**config.mk**
```make
export PLATFORM = sky130hd
export DESIGN_NAME = piso_serial_tx_flat
export DESIGN_NICKNAME = d
export VERILOG_FILES = /design/src/rtl/piso_serial_tx_if.sv /design/src/rtl/piso_serial_tx.sv /design/src/flat_wrapper.sv
export SDC_FILE = /design/constraint.sdc
export NUM_CORES = 1
export LEC_CHECK = 0
export ABC_CLOCK_PERIOD_IN_PS = 2050
export CAP_MARGIN = 0
export CORE_MARGIN = 1
export CORE_UTILIZATION = 47
export DETAILED_ROUTE_END_ITERATION = 8
export GPL_ROUTABILITY_DRIVEN = 1
export PLACE_DENSITY = 0.77
export SYNTH_ARGS = -nofsm -noshare
export SYNTH_HDL_FRONTEND = slang
export SYNTH_SLANG_ARGS = --single-unit
```
**constraint.sdc**
```tcl
create_clock -name CLK -period 2.05 [get_ports CLK]
set_clock_uncertainty 0.15 [all_clocks]
set_input_delay 0.3075 -clock CLK [delete_from_list [all_inputs] [get_ports CLK]]
set_output_delay 0.3075 -clock CLK [all_outputs]
set_load 0.01 [all_outputs]
```
**src/rtl/piso_serial_tx_if.sv**
```systemverilog
// Handshake and serial-line bundle for the framed PISO transmitter.
// The master drives the word and the load request; the slave is the transmitter.
interface piso_serial_tx_if #(
  parameter int WIDTH = 8
);
  logic [WIDTH-1:0] D;
  logic             LOAD;
  logic             READY;
  logic             SO;
  logic             BUSY;
  logic             DONE;

  modport master (output D, LOAD, input READY, SO, BUSY, DONE);
  modport slave  (input D, LOAD, output READY, SO, BUSY, DONE);
endinterface

```
**src/rtl/piso_serial_tx.sv**
```systemverilog
// Framed parallel-in serial-out transmitter (start, WIDTH data bits LSB first, stop),
// all state on the CLK falling edge. Define PISO_TX_PARITY_EN to add an even-parity bit.
module piso_serial_tx #(
  parameter int WIDTH = 8,
  parameter int DIV   = 4
) (
  input  logic              CLK,
  input  logic              RST,
  piso_serial_tx_if.slave   tx
);

  localparam int TMR_W = $clog2(DIV + 1);
  localparam int IDX_W = $clog2(WIDTH + 1);

  localparam logic [2:0] S_IDLE   = 3'd0;
  localparam logic [2:0] S_START  = 3'd1;
  localparam logic [2:0] S_DATA   = 3'd2;
  localparam logic [2:0] S_STOP   = 3'd3;
`ifdef PISO_TX_PARITY_EN
  localparam logic [2:0] S_PARITY = 3'd4;

  function automatic logic even_parity(input logic [WIDTH-1:0] v);
    return ^v;
  endfunction
`endif

  logic [2:0]       state_q, state_d;
  logic [TMR_W-1:0] tmr_q, tmr_d;
  logic [IDX_W-1:0] idx_q, idx_d;
  logic [WIDTH-1:0] sh_q, sh_d, sh_nxt;
  logic             so_q, so_d;
  logic             ready_q, ready_d;
  logic             busy_q, busy_d;
  logic             done_q, done_d;
`ifdef PISO_TX_PARITY_EN
  logic             par_q, par_d;
`endif
  logic             tick;

  assign tick   = (tmr_q == TMR_W'(DIV - 1));
  assign sh_nxt = sh_q >> 1;

  always_comb begin
    state_d = state_q;
    tmr_d   = tmr_q;
    idx_d   = idx_q;
    sh_d    = sh_q;
    so_d    = so_q;
    ready_d = ready_q;
    busy_d  = busy_q;
    done_d  = 1'b0;
`ifdef PISO_TX_PARITY_EN
    par_d   = par_q;
`endif
    // Every non-idle state holds its bit for DIV edges on the shared timer
    if (state_q != S_IDLE) tmr_d = tick ? '0 : tmr_q + TMR_W'(1);

    case (state_q)
      S_IDLE: begin
        if (tx.LOAD && ready_q) begin
          sh_d    = tx.D;
          so_d    = 1'b0;
          ready_d = 1'b0;
          busy_d  = 1'b1;
          tmr_d   = '0;
          state_d = S_START;
`ifdef PISO_TX_PARITY_EN
          par_d   = even_parity(tx.D);
`endif
        end
      end
      S_START: begin
        if (tick) begin
          so_d    = sh_q[0];
          idx_d   = '0;
          state_d = S_DATA;
        end
      end
      S_DATA: begin
        if (tick) begin
          if (idx_q == IDX_W'(WIDTH - 1)) begin
`ifdef PISO_TX_PARITY_EN
            so_d    = par_q;
            state_d = S_PARITY;
`else
            so_d    = 1'b1;
            state_d = S_STOP;
`endif
          end else begin
            sh_d  = sh_nxt;
            so_d  = sh_nxt[0];
            idx_d = idx_q + IDX_W'(1);
          end
        end
      end
`ifdef PISO_TX_PARITY_EN
      S_PARITY: begin
        if (tick) begin
          so_d    = 1'b1;
          state_d = S_STOP;
        end
      end
`endif
      S_STOP: begin
        if (tick) begin
          so_d    = 1'b1;
          ready_d = 1'b1;
          busy_d  = 1'b0;
          done_d  = 1'b1;
          state_d = S_IDLE;
        end
      end
      default: begin
        so_d    = 1'b1;
        ready_d = 1'b1;
        busy_d  = 1'b0;
        state_d = S_IDLE;
      end
    endcase
  end

  always_ff @(negedge CLK) begin
    if (RST) begin
      state_q <= S_IDLE;
      tmr_q   <= '0;
      idx_q   <= '0;
      sh_q    <= '0;
      so_q    <= 1'b1;
      ready_q <= 1'b1;
      busy_q  <= 1'b0;
      done_q  <= 1'b0;
`ifdef PISO_TX_PARITY_EN
      par_q   <= 1'b0;
`endif
    end else begin
      state_q <= state_d;
      tmr_q   <= tmr_d;
      idx_q   <= idx_d;
      sh_q    <= sh_d;
      so_q    <= so_d;
      ready_q <= ready_d;
      busy_q  <= busy_d;
      done_q  <= done_d;
`ifdef PISO_TX_PARITY_EN
      par_q   <= par_d;
`endif
    end
  end

  assign tx.SO    = so_q;
  assign tx.READY = ready_q;
  assign tx.BUSY  = busy_q;
  assign tx.DONE  = done_q;

endmodule

```
**src/flat_wrapper.sv**
```systemverilog
// flat-port wrapper written by rule: the top's interface ports become plain ports
module piso_serial_tx_flat 
#(
  parameter int WIDTH = 8,
  parameter int DIV   = 4
)
  (CLK, RST, tx_D, tx_LOAD, tx_READY, tx_SO, tx_BUSY, tx_DONE);
  piso_serial_tx_if #(.WIDTH(WIDTH)) tx_i ();
  input  logic CLK;
  input  logic RST;
  input wire logic [$bits(tx_i.D)-1:0] tx_D;
  input wire logic [$bits(tx_i.LOAD)-1:0] tx_LOAD;
  output wire logic [$bits(tx_i.READY)-1:0] tx_READY;
  output wire logic [$bits(tx_i.SO)-1:0] tx_SO;
  output wire logic [$bits(tx_i.BUSY)-1:0] tx_BUSY;
  output wire logic [$bits(tx_i.DONE)-1:0] tx_DONE;
  assign tx_i.D = tx_D;
  assign tx_i.LOAD = tx_LOAD;
  assign tx_READY = tx_i.READY;
  assign tx_SO = tx_i.SO;
  assign tx_BUSY = tx_i.BUSY;
  assign tx_DONE = tx_i.DONE;
  piso_serial_tx #(.WIDTH(WIDTH), .DIV(DIV)) u_core (.CLK(CLK), .RST(RST), .tx(tx_i));
endmodule
```
# == Word-level counts from Yosys, hierarchy flattened ==
# Cells that the tools add are included.
# classes
add_sub_neg,2
n_eq_ne,11
mux,29
bitwise,2
n_reduce_logical,12
# ops
op,n
2-to-1 mux 3 bit,9
2-to-1 mux 8 bit,3
case mux 8 bit (2 select lines),1
2-to-1 mux 4 bit,3
case mux 3 bit (4 select lines),1
AND reduction 4 bit,3
inequality test 2 x 1 -> 1 bit (second input constant),5
equality test 3 x 2 -> 1 bit (second input constant),3
2-to-1 mux 1 bit,8
case mux 4 bit (2 select lines),1
case mux 1 bit (3 select lines),2
AND reduction 5 bit,1
adder 4 x 1 -> 4 bit (second input constant),1
equality test 4 x 3 -> 1 bit (second input constant),1
case mux 1 bit (4 select lines),1
nonzero test 2 bit,2
OR reduction 2 bit,2
adder 3 x 1 -> 3 bit (second input constant),1
equality test 3 x 1 -> 1 bit (second input constant),1
logical NOT 3 bit,1
AND reduction 3 bit,1
nonzero test 3 bit,1
inequality test 2 bit (second input constant),1
inverter 1 bit,2
logical AND 1 bit,1
# totals
reg_bits,22
in_bits,11
out_inout_bits,4
wordCells,64

# == Depth between registers and ports, before layout ==
# logic_depth
word_depth,5
ltp_mapped,8
mapped_depth_nobuf,6

==> run summary <==
The run finished, with violations left. The checks that failed: setup timing. For the final HPWL from detailed placement, the log shows 1634 um. The clock slew seen by the registers of the worst setup and hold paths was 0.05 ns. The synthesized-area fraction occupied by adder cells came out at 0.08130. Yosys attributes the largest share of cell area to sky130_fd_sc_hd__dfxtp_1, sky130_fd_sc_hd__ha_1, sky130_fd_sc_hd__mux2i_1, sky130_fd_sc_hd__nor2_1, sky130_fd_sc_hd__a21oi_1. The fraction of layout cells with a size suffix above 1 works out to 0.3232. The path class of the tightest hold or removal check is reg2reg. The analysis attributes to net switching a power of 1115 uW. Setup repair after global routing could not meet its margin everywhere. The critical path goes through buf_6. The logs give 0.001619 mm2 for the final instance area and 36 for the number of distinct library cells after synthesis. On the critical path, the stage with the largest delay is an instance of sky130_fd_sc_hd__dfxtp_2. Remaining routing DRC violations: 0. The count of nets left with antenna violations once routing finished came out at 0.

The part of the Yosys area used for sequential elements is 0.3902, and the proportion of synthesized flip-flops having asynchronous set or reset is 0. The average size of a mapped cell is 9.450 um2, and the number of synthesized flops with an enable pin is 0. The number of clock sinks is 21, and the area growth from synthesis to layout is 50.29%.

Number of cells traversed by the worst register-to-register path: 8. The number of hold-slack violations in the final timing report is 0. The post-synthesis share of cell area spent on xor and xnor gates is 0.01626, and the clock share of power is 0.151.

The internal portion of the total power is 1438 uW. The tools report the number of max-slew violations in the final report as 0. Dominant combinational cell family by area after synthesis: compound AO/OA/AOI/OAI gates. Number of buffer and inverter stages on the critical path: 1. The startpoint-to-endpoint class of the critical path is reg2out.

The via density per instance is 5.984, and the number of register bits inferred by synthesis is 21. The run gives 0.2418 as the all-layer global routing usage. The number of placement rows is 16. The wire length of the first global-routing pass is 4471 um. The area used by multi-input combinational logic was 719.4 um2; the clock insertion delay at the later pin of the skew report was 0.40 ns. Prior to clock tree synthesis, the placed netlist has a worst setup slack of -0.9914 ns. The total congestion overflow after global routing came out at 0. sky130_fd_sc_hd__dfxtp_1 takes more of the synthesized area than any other cell. Across the run, the number of max-cap violations was 0. The library cells used most frequently in the layout, excluding fill and tap cells, are sky130_fd_sc_hd__inv_1, sky130_fd_sc_hd__dfxtp_1, sky130_fd_sc_hd__buf_4, sky130_fd_sc_hd__clkdlybuf4s50_1. The worst hold path endpoint was u_core.tx.BUSY.

The total inserted antenna cells came out at 0. The worst setup path is captured at a primary output. The count of port buffers added during placement works out to 14.

The total iterations of the first detailed-routing run is 4. For this design the static power due to leakage is 0.0007002 uW. The simple logic cell fraction of the synthesized area was 0.1696. The multiplexer share of the synthesized area was 0.06504; the total detailed-routing wirelength was 3230 um. Initial standard-cell utilization of the core: 0.5225.

The run gives 12 as the largest net degree at the start of global routing. The logs give 1,143 for the routed via count and 424.2 um2 for the register cell area after layout. Data on the critical path is required at its endpoint by 1.59 ns.

Counting along the longest clock path gives a buffer depth of 2. The top cell type's share of synthesized area was 0.3902; the count of final setup violators was 12. The combinational fraction of design power came out at 0.605. TritonCTS built the clock tree.

Sequential group share of total power: 0.245. The worst-case IR drop observed on VDD is 1.272 mV. The post-layout worst setup margin came out at -0.2803 ns.

Share of total power consumed by net switching: 0.4367. For the synthesized instance count, the log shows 114. The most frequent standard cell in the layout excluding fill and tap cells was sky130_fd_sc_hd__inv_1. The die outline area was 0.002488 mm2; the via count of the first global-routing pass was 1,067. The worst register-to-register path begins at u_core.state_q[1].

The total clock buffers created by CTS came out at 3. CTS placed an instance of sky130_fd_sc_hd__clkbuf_4 at the clock tree root. Dividing the detail-routed wire length by the instance count gives 16.91 um. The top-level port count was 15; the minimum setup slack among reg-to-reg paths was -0.05 ns. The compound-gate portion of the synthesized area was 0.2265; the global placer's final weighted congestion was 0.8167.

Once placement finished, the instance area stood at 0.001369 mm2. In this run the critical register-to-register path is captured at u_core.sh_q[0]. Of all nets on the critical path, the largest fanout is 2. The transition time of the tightest slew-check pin came out at 0.3657 ns. The number of cells on the worst hold path came out at 2.

The worst hold path begins at u_core.tx.BUSY. Most used flip-flop cell after synthesis: sky130_fd_sc_hd__dfxtp_1. Grouping stages by cell kind, the critical path spends the most delay in flip-flops. The largest incremental delay on the critical path is 0.34 ns, and the synthesized net count is 132. During synthesis, Yosys emitted a total of 0 warnings. Dividing total power by cell area gives a power density of 1577 mW/mm2. The initial antenna violation count is 0.

The worst setup path is launched from a flop. After synthesis the cells add up to 0.001077 mm2. The number of nets in the final layout came out at 183.

In this run the worst setup path begins at u_core.tx.SO. The count of routing violations after the opening detailed-route iteration is 32. Height of the die: 49.88 um.

The logs give 2553 uW for the total chip power and 122 for the layout filler cell count. The run gives 1 as the H-tree depth. STA puts the critical path data arrival time at 1.87 ns. The die is 49.88 um wide. The core box area was 0.002062 mm2. For the relative max-transition margin, the log shows 0.7553.
## metrics by stage
step,setup TNS [ns],hold slack (ns),utilization,std cells
final,-1.815,0.3414,0.7852,191
after global routing,-1.865,0.3589,0.7852,191
after CTS,-1.041,0.3273,0.7373,189
after detailed placement,-16.06,0.3231,0.6638,163
after global placement,-15.45,0.3198,0.6638,163
after floorplan,-3.463,0.3015,-,114
## kinds of logic (layout without fill, tap and decap cells)
group | after synthesis | count (layout)
DFF | 21 | 21
AOI/OAI and AO/OA | 31 | 31
adders and majority gates | 7 | 7
buffers and inverters | 12 | 62
xor gates and xnor gates | 2 | 2
muxes | 7 | 7
and+or+nand+nor | 34 | 34
## timing repair
item / in CTS / in global routing
buffers inserted: 2 / 2
endpoints found under the setup margin: 19 / 14
resized for setup: 36 / 18
gates cloned: 1 / 0
hold buffers: 0 / 0
pin swaps: 2 / 8
## how the worst max path moves through the flow
stage | end | slack, ns | cells after the start
floorplan | u_core.sh_q[1] | -0.36 | 5
global placement | u_core.sh_q[1] | -0.94 | 7
detailed placement | u_core.sh_q[0] | -0.99 | 7
CTS | tx_SO | -0.27 | 1
global route | tx_SO | -0.31 | 1
finish | tx_SO | -0.28 | 1
## synthesized netlist by cell type (2+ instances only)
master                      n
sky130_fd_sc_hd__a211oi_1   5
sky130_fd_sc_hd__a211oi_2   2
sky130_fd_sc_hd__a21o_1     2
sky130_fd_sc_hd__a21oi_1    8
sky130_fd_sc_hd__a31o_2     2
sky130_fd_sc_hd__buf_2      2
sky130_fd_sc_hd__clkbuf_1   3
sky130_fd_sc_hd__dfxtp_1   21
sky130_fd_sc_hd__ha_1       7
sky130_fd_sc_hd__inv_1      6
sky130_fd_sc_hd__mux2i_1    7
sky130_fd_sc_hd__nand2_1    2
sky130_fd_sc_hd__nand2b_1   2
sky130_fd_sc_hd__nand3_1    2
sky130_fd_sc_hd__nand3b_1   2
sky130_fd_sc_hd__nand4_1    2
sky130_fd_sc_hd__nor2_1    14
sky130_fd_sc_hd__nor3b_1    2
sky130_fd_sc_hd__nor4_1     2
sky130_fd_sc_hd__o21ai_0    2
sky130_fd_sc_hd__o21bai_1   2
sky130_fd_sc_hd__o31ai_1    2
sky130_fd_sc_hd__xnor2_1    2
## power by group through the flow
stage	clock (uW)	sequential, uW	combinational [uW]
2_1_floorplan	65.7	601	719
5_1_grt	439	630	1630
3_5_place_dp	65.7	594	1110
4_1_cts	386	596	1230
3_3_place_gp	65.7	591	1090
6_report	384	625	1540
## state kept, by name, summed over array words and instances, names as in the netlist
name / count
u_core.tx.READY: 1
u_core.sh_q: 8
u_core.tx.DONE: 1
u_core.idx_q: 4
u_core.state_q: 2
u_core.tx.BUSY: 1
u_core.tmr_q: 3
u_core.tx.SO: 1
## area by class of cell
type,instances,share of cell area
Multi-Input combinational cell,81,0.4444
Timing Repair Buffer,32,0.1963
Inverter,5,0.01159
Tap cell,27,0.02087
Clock inverter,22,0.05100
Clock buffer,3,0.01391
Sequential cell,21,0.2620
## layer usage
layer	GRT usage	wire, um	part of all wire
met5	0	0	0
met4	0.1286	66	0.020
met3	0.09259	159	0.049
met2	0.3874	1637	0.51
met1	0.2751	1367	0.42
(Power assumes the default switching activity.)
